===== src/rtl/ps2_game_key_decoder.sv =====
// ps2_game_key_decoder: parses set-2 make/break/extended scan codes into registered game controls
module ps2_game_key_decoder #(
    parameter logic [7:0] LEFT_CODE      = 8'h6B,
    parameter logic [7:0] RIGHT_CODE     = 8'h74,
    parameter logic [7:0] FIRE_CODE      = 8'h29,
    parameter logic [7:0] PAUSE_CODE     = 8'h4D,
    parameter int         PREFIX_TIMEOUT = 500000
) (
    input  logic       clock,
    input  logic       resetn,
    input  logic [7:0] ps2_key_data,
    input  logic       ps2_key_pressed,
    output logic       move_left,
    output logic       move_right,
    output logic       fire,
    output logic       pause,
    output logic [7:0] last_code
);
    localparam int CW = (PREFIX_TIMEOUT > 2) ? $clog2(PREFIX_TIMEOUT) : 1;

    typedef enum logic [1:0] {IDLE, EXT, BRK, EXT_BRK} state_t;

    state_t          state_q, state_d;
    logic [CW-1:0]   cnt_q, cnt_d;
    logic            left_q, left_d, right_q, right_d, fire_held_q, fire_held_d;
    logic            pause_held_q, pause_held_d, dir_q, dir_d;
    logic            move_left_q, move_left_d, move_right_q, move_right_d;
    logic            fire_q, fire_d, pause_q, pause_d;
    logic [7:0]      last_q, last_d;
    logic            ev, ev_ext, ev_brk, ign;
    logic            hit_l, hit_r, hit_f, hit_p;

    assign ign = ps2_key_data inside {8'hFA, 8'hAA, 8'hEE, 8'hFE, 8'hE1};

    always_comb begin
        state_d = state_q;
        cnt_d   = cnt_q;
        ev      = 1'b0;
        ev_ext  = 1'b0;
        ev_brk  = 1'b0;
        if (ps2_key_pressed) begin
            cnt_d = '0;
            case (state_q)
                IDLE: begin
                    state_d = (ps2_key_data == 8'hE0) ? EXT : (ps2_key_data == 8'hF0) ? BRK : IDLE;
                    ev      = !(ps2_key_data inside {8'hE0, 8'hF0}) && !ign;
                end
                EXT: begin
                    state_d = (ps2_key_data == 8'hF0) ? EXT_BRK : (ps2_key_data == 8'hE0) ? EXT : IDLE;
                    ev      = !(ps2_key_data inside {8'hE0, 8'hF0});
                    ev_ext  = 1'b1;
                end
                BRK: begin
                    state_d = IDLE;
                    ev      = 1'b1;
                    ev_brk  = 1'b1;
                end
                default: begin
                    state_d = IDLE;
                    ev      = 1'b1;
                    ev_ext  = 1'b1;
                    ev_brk  = 1'b1;
                end
            endcase
        end else if (state_q != IDLE) begin
            // a prefix left dangling too long is dropped without producing an event
            state_d = (cnt_q == CW'(PREFIX_TIMEOUT - 1)) ? IDLE : state_q;
            cnt_d   = (cnt_q == CW'(PREFIX_TIMEOUT - 1)) ? '0 : cnt_q + 1'b1;
        end
    end

    assign hit_l = ev && ev_ext && (ps2_key_data == LEFT_CODE);
    assign hit_r = ev && ev_ext && (ps2_key_data == RIGHT_CODE);
    assign hit_f = ev && !ev_ext && (ps2_key_data == FIRE_CODE);
    assign hit_p = ev && !ev_ext && (ps2_key_data == PAUSE_CODE);

    always_comb begin
        left_d       = hit_l ? !ev_brk : left_q;
        right_d      = hit_r ? !ev_brk : right_q;
        fire_held_d  = hit_f ? !ev_brk : fire_held_q;
        pause_held_d = hit_p ? !ev_brk : pause_held_q;
        dir_d        = (hit_l && !ev_brk) ? 1'b0 : (hit_r && !ev_brk) ? 1'b1 : dir_q;
        fire_d       = hit_f && !ev_brk && !fire_held_q;
        pause_d      = pause_q ^ (hit_p && !ev_brk && !pause_held_q);
        last_d       = ev ? ps2_key_data : last_q;
        move_left_d  = left_d && (!right_d || !dir_d);
        move_right_d = right_d && (!left_d || dir_d);
    end

    always_ff @(posedge clock or negedge resetn) begin
        if (!resetn) begin
            state_q      <= IDLE;
            cnt_q        <= '0;
            left_q       <= 1'b0;
            right_q      <= 1'b0;
            fire_held_q  <= 1'b0;
            pause_held_q <= 1'b0;
            dir_q        <= 1'b0;
            move_left_q  <= 1'b0;
            move_right_q <= 1'b0;
            fire_q       <= 1'b0;
            pause_q      <= 1'b0;
            last_q       <= 8'h00;
        end else begin
            state_q      <= state_d;
            cnt_q        <= cnt_d;
            left_q       <= left_d;
            right_q      <= right_d;
            fire_held_q  <= fire_held_d;
            pause_held_q <= pause_held_d;
            dir_q        <= dir_d;
            move_left_q  <= move_left_d;
            move_right_q <= move_right_d;
            fire_q       <= fire_d;
            pause_q      <= pause_d;
            last_q       <= last_d;
        end
    end

    assign move_left  = move_left_q;
    assign move_right = move_right_q;
    assign fire       = fire_q;
    assign pause      = pause_q;
    assign last_code  = last_q;
endmodule


===== config.mk =====
export PLATFORM = sky130hd
export DESIGN_NAME = ps2_game_key_decoder
export DESIGN_NICKNAME = d
export VERILOG_FILES = /design/src/rtl/ps2_game_key_decoder.sv
export SDC_FILE = /design/constraint.sdc
export NUM_CORES = 1
export LEC_CHECK = 0
export ABC_AREA = 1
export BUFFER_PORTS_ARGS = -buffer_cell sky130_fd_sc_hd__buf_2
export CAP_MARGIN = 20
export CORE_MARGIN = 8
export CORE_UTILIZATION = 40
export DETAILED_ROUTE_END_ITERATION = 7
export PLACE_DENSITY_LB_ADDON = 0.25
export SYNTH_ARGS = -nofsm -noshare
export SYNTH_HDL_FRONTEND = slang
export SYNTH_SLANG_ARGS = --single-unit

===== constraint.sdc =====
create_clock -name clock -period 2.2 [get_ports clock]
set_clock_uncertainty 0.15 [all_clocks]
set_input_delay 0.11 -clock clock [delete_from_list [all_inputs] [get_ports clock]]
set_output_delay 0.11 -clock clock [all_outputs]
set_load 0.05 [all_outputs]

==> run_results.csv, run 1 <==
group,metric,value,unit
setup_path,critPathMaxFanout,19,
min_path,hp-class,"in2reg",
sta,finalHoldViolCount,0,
synth,syn_inst,263,
synth,synthTopCellsByCount,"nand2_1, inv_1, dfrtp_1",
finish,nNetsFinal,312,
setup_path,worstPathArrival,1990,ps
sta,finalSetupTns,0,ps
synth,ys_top_cells_by_area,"dfrtp_1, nand2_1, inv_1",
die,dieArea,7620,sq um
die,io_pins,23,
routing,wire_per_inst,11.7,um
sta,slew_violations,0,
place,numPortBuffers,22,
sta,period_minus_slack,1960,ps
synth,synth_edf_count,0,
sta,max_freq,0.511,GHz
synth,yosys_warnings,0,
die,core,5010,sq um
run_status,outcome,"completed",
clock_network,numCtsBuffers,5,
power_and_ir_drop,ir_worst_vdd,0.000359,V
flow_run,max_cap_violations,0,
clock_network,insertion_delay,290,ps
global_route,grt-ovfl-total,0,
sta,finalSetupViolCount,0,
synth,synthesis.area,2030,sq um
die,die_y,87.3,um
clock_network,cts_tree,"yes",
sta,relSlewSlack,45.8,%
synth,synth-seq-area-share,46.8,%
global_route,grt_max_degree,39,
clock_network,cts_setup_buffers,0,
setup_path,crit_path_cell_trace,"dlygate4sd3_1 > buf_2 > inv_1 > nand2_1 > nor2_1 > a31oi_1 > nand2_4 > inv_2 > nand4_1 > nand2_1 > nand2_1 > nand2_1",
routing,drtIter0Drc,84,
synth,syn-num-nets,275,
clock_network,h-tree-depth,2,
die,start_util,40.6,%
setup_path,worst_setup_path_end_kind,"flip-flop",
global_route,antenna_found_initial,0,
power_and_ir_drop,p_leak,1.20,nW
routing,postRouteAntennaNets,0,
finish,layout-drive-gt1-share,15.6,%
setup_path,crit_path_max_incr_delay,530,ps
setup_path,cp_slowest_cell,"dlygate4sd3_1",
clock_network,cts_root_buffer,"clkbuf_8",
global_route,grt_pass1_vias,1722,
global_route,grtUsageTotal,12.8,%
place,dp_hpwl,3130,um
sta,timing.hold.ws,48.7,ps
routing,vias,1733,
synth,synth_cell_types,27,
power_and_ir_drop,p_per_area,584,nW/um^2
finish,syn_to_final_growth,18.5,%
setup_path,path_class,"in2reg",
synth,synth.largest_area_cell,"dfrtp_1",
sta,worst_pin_slew,813,ps
clock_network,clockBufferDepth,2,
routing,route.detailed.drc,0,
place,gp_congestion,0.914,
sta,post-route-period-util,89.0,%
synth,syn_avg_cell_area,7.73,sq um
setup_path,start_kind,"primary input",
clock_network,clkTransAtPathRegs,80,ps
synth,synth.most_common_cell,"nand2_1",
finish,antenna_cells,0,
setup_path,crit_top_cell,"nand2_1",
die,rows,26,
clock_network,cts.sinks,38,
synth,synth_top_area_share,46.8,%
routing,drt-total-wl,4330,um
die,fp.dieW,87.3,um
synth,async_flop_share,100,%
routing,drt-pass1-iter-count,4,
setup_path,cp_data_required_time,2240,ps
routing,viasPerCell,4.67,
sta,rsz0062_at_grt,"false",
synth,ys.flop_type,"dfrtp_1",
global_route,grt_pass1_wl,7710,um
synth,synth-seq-cells,38,
## final timing paths
check | startpoint | to | slack (ps) | cells after the start
worst max-delay path | ps2_key_data[1] | move_left$_DFF_PN0_ | 240 | 12
worst min-delay path | ps2_key_data[6] | last_code[6]$_DFFE_PN0P_ | 50 | 3
worst max register to register | cnt_q[0]$_DFFE_PN0P_ | cnt_q[0]$_DFFE_PN0P_ | 330 | 10
worst min register to register | fire_held_q$_DFFE_PN0P_ | fire$_DFF_PN0_ | 290 | 1
max in group asynchronous | resetn | cnt_q[10]$_DFFE_PN0P_ | 1070 | 2
min in group asynchronous | resetn | last_code[7]$_DFFE_PN0P_ | 310 | 2
## flip-flops by register name, indices dropped and copies added, names as in the netlist
signal	flops
cnt_q	19
dir_q	1
fire	1
fire_held_q	1
last_code	8
left_q	1
move_left	1
move_right	1
pause	1
pause_held_q	1
right_q	1
state_q	2
## worst max-delay path: cells and delay by family
kind / cells / cell delay, ps
buf+inv: 4 / 830
simple gates: 7 / 850
compound gates: 1 / 190
## per-stage QoR
stage / cell area [sq um] / total power, mW / setup WS [ps] / util (%) / std cells
2_1_floorplan: 2030 / 0.845 / 480 / - / 263
3_3_place_gp: 2230 / 0.904 / 400 / 44.6 / 355
3_5_place_dp: 2230 / 0.905 / 326 / 44.6 / 355
4_1_cts: 2410 / 1.43 / 275 / 48.1 / 371
5_1_grt: 2410 / 1.48 / 49.3 / 48.1 / 371
6_report: 2410 / 1.41 / 242 / 48.1 / 371
## placed cells by master, fill, tap and decap left out, drive strengths merged, types with 3 or more instances in the layout
cell,Yosys,final
clkbuf,0,6
nor3,13,13
o21ai,16,16
dlygate4sd3,0,8
nand2,63,63
buf,1,23
inv,44,44
nand4,9,9
nor4,5,5
nor2,38,38
xor2,6,6
nand3,15,15
xnor2,3,3
a21oi,5,5
dfrtp,38,38
## power breakdown
part	switching (mW)	internal, mW
combinational	0.131	0.0459
sequential	0.00883	0.716
clock	0.254	0.252
## cell families (layout without fill, tap and decap cells)
logic type                 Yosys count  after routing  synth area share, %
AOI/OAI and AO/OA                   27             27                 7.32
xor gates and xnor gates             9              9                 3.88
adders and majority gates            1              1                0.615
buffers and inverters               45             83                 8.49
DFF                                 38             38                 46.8
and+or+nand+nor                    143            143                 32.9
## cell type report
| cell class | count | area [sq um] |
|---|---|---|
| fillers | 524 | 2600 |
| inverters | 44 | 168 |
| multi-input cells | 180 | 910 |
| clock inverters | 2 | 12.5 |
| clock buffers | 6 | 82.6 |
| flip-flops and latches | 38 | 951 |
| well taps | 70 | 87.6 |
| repair buffers | 31 | 198 |
## timing repair
action,in CTS,in global routing
resized for setup,0,0
hold buffers,8,0
hold endpoints to repair,46,0
## per-layer routing
metal | up-vias | part of all wire [%] | global-route usage [%]
li1 | 913 | - | -
met1 | 780 | 48 | 16.2
met2 | 34 | 45 | 19.6
met3 | 6 | 5.0 | 3.49
met4 | 0 | 1.7 | 6.09
met5 | - | 0 | 0
Power figures use the tool's default switching activity.
==> inputs of run 2 (changes only) <==
REMOVE_ABC_BUFFERS = 1   (was default)
==> run_results.csv, run 2 (synthesized netlist as in run 1, its figures left out) <==
group,metric,value,unit
finish,layout_commonest_cell,"nand2_1",
setup_path,cp_slowest_cell,"dlygate4sd3_1",
finish,fill_cells,513,
sta,slew_violations,0,
die,start_util,40.6,%
place,dp_hpwl,3080,um
setup_path,critPathMaxFanout,19,
setup_path,worstPathArrival,1930,ps
routing,vias,1716,
routing,route.detailed.drc,0,
routing,drtIter0Drc,108,
setup_path,worstReg2RegEnd,"cnt_q[0]$_DFFE_PN0P_",
sta,finalHoldViolCount,0,
clock_network,postCtsHoldBufs,7,
min_path,whs_endpoint,"last_code[3]$_DFFE_PN0P_",
sta,worst_pin_slew,819,ps
sta,max_freq,0.526,GHz
power_and_ir_drop,p_leak,1.21,nW
global_route,grt_pass1_wl,7530,um
sta,finalSetupViolCount,0,
routing,postRouteAntennaNets,0,
routing,top_layer,"met4",
global_route,antenna_found_initial,0,
run_status,outcome,"completed",
setup_path,crit_path_max_incr_delay,530,ps
routing,drt-total-wl,4150,um
clock_network,cts-resized-gates,0,
power_and_ir_drop,p_per_area,619,nW/um^2
routing,wl_met2,1900,um
setup_path,cp_data_required_time,2230,ps
finish,final_cell_mix,"nand2_1, inv_1, dfrtp_1",
place,numPortBuffers,22,
global_route,grt_pass1_vias,1662,
global_route,grtUsageTotal,12.3,%
sta,post-route-period-util,86.4,%
setup_path,crit_path_cell_trace,"dlygate4sd3_1 > buf_2 > inv_1 > nand2_1 > nor2_1 > a31oi_1 > nand2_4 > nor3_2 > nand3_1 > xnor2_1",
die,rows,26,
min_path,hp-class,"in2reg",
global_route,grt-ovfl-total,0,
place,gp_congestion,0.885,
global_route,grt_max_degree,39,
power_and_ir_drop,ir_worst_vdd,0.000297,V
clock_network,numCtsBuffers,5,
clock_network,clockBufferDepth,2,
die,dieArea,7620,sq um
finish,largest_reg_flops,19,
setup_path,r2r_cells,10,
sta,rsz0062_at_grt,"false",
routing,wl_met1,2000,um
routing,wire_per_inst,11.2,um
clock_network,h-tree-depth,2,
die,io_pins,23,
min_path,holdPathStages,3,
finish,stdcell_area,2420,sq um
routing,route.met3.wl,183,um
finish,top_register,"cnt_q",
setup_path,reg2reg_slack,330,ps
die,fp.dieW,87.3,um
clock_network,cts.sinks,38,
finish,syn_to_final_growth,18.8,%
clock_network,cts_setup_buffers,0,
setup_path,worst_setup_path_end_kind,"flip-flop",
setup_path,start_kind,"primary input",
sta,period_minus_slack,1900,ps
routing,drt-pass1-iter-count,4,
setup_path,path_class,"in2reg",
power_and_ir_drop,power.total,1.50,mW
finish,antenna_cells,0,
place,place_area,2230,sq um
die,core,5010,sq um
die,die_y,87.3,um
finish,layout-drive-gt1-share,15.4,%
routing,viasPerCell,4.65,
clock_network,insertion_delay,290,ps
setup_path,r2r-start,"cnt_q[0]$_DFFE_PN0P_",
clock_network,cts_tree,"yes",
finish,nNetsFinal,311,
clock_network,cts_root_buffer,"clkbuf_8",
clock_network,clkTransAtPathRegs,70,ps
sta,relSlewSlack,45.4,%
min_path,min_from,"ps2_key_data[3]",
sta,finalSetupTns,0,ps
flow_run,max_cap_violations,0,
run 2: how the worst max path moves through the flow:
stage | startpoint | to | depth (start not counted)
3_3_place_gp | cnt_q[0]$_DFFE_PN0P_ | cnt_q[0]$_DFFE_PN0P_ | 10
2_1_floorplan | cnt_q[0]$_DFFE_PN0P_ | cnt_q[8]$_DFFE_PN0P_ | 10
5_1_grt | ps2_key_data[1] | pause$_DFF_PN0_ | 10
6_report | ps2_key_data[1] | pause$_DFF_PN0_ | 10
3_5_place_dp | cnt_q[0]$_DFFE_PN0P_ | cnt_q[18]$_DFFE_PN0P_ | 10
4_1_cts | ps2_key_data[1] | pause$_DFF_PN0_ | 10
run 2: critical path: cells and delay by family:
kind	cells	cell delay (ps)
compound gates	1	280
xor+xnor	1	140
buf+inv	3	730
simple gates	5	670
run 2: layer usage:
metal,global-route usage (%),up-vias
met5,0,-
met1,15.1,766
met2,19.7,25
met4,4.84,0
li1,-,920
met3,3.77,5
run 2: report_power, final:
part           switching [mW]  internal [mW]  leakage (nW)  total, mW
clock network           0.235          0.363        0.0573      0.598
logic                   0.130         0.0447         0.639      0.174
registers             0.00813          0.716         0.512      0.724
run 2: metrics by stage:
stage | hold slack (ps) | cells | setup slack (ps) | util (%)
3_5_place_dp | 115 | 355 | 322 | 44.6
3_3_place_gp | 111 | 355 | 406 | 44.6
5_1_grt | 19.7 | 369 | 34.3 | 48.2
6_report | 8.56 | 369 | 298 | 48.2
4_1_cts | 6.08 | 369 | 275 | 48.2
2_1_floorplan | -336 | 262 | 480 | -
run 2: cell type report:
| class | count | area, sq um | area share, % |
|---|---|---|---|
| clock buffer | 6 | 82.6 | 3.42 |
| clock inverter | 1 | 30.0 | 1.24 |
| inverter | 44 | 168 | 6.94 |
| multi-input combinational | 180 | 910 | 37.6 |
| sequential | 38 | 951 | 39.4 |
| tap | 70 | 87.6 | 3.63 |
| timing repair buffer | 30 | 188 | 7.77 |
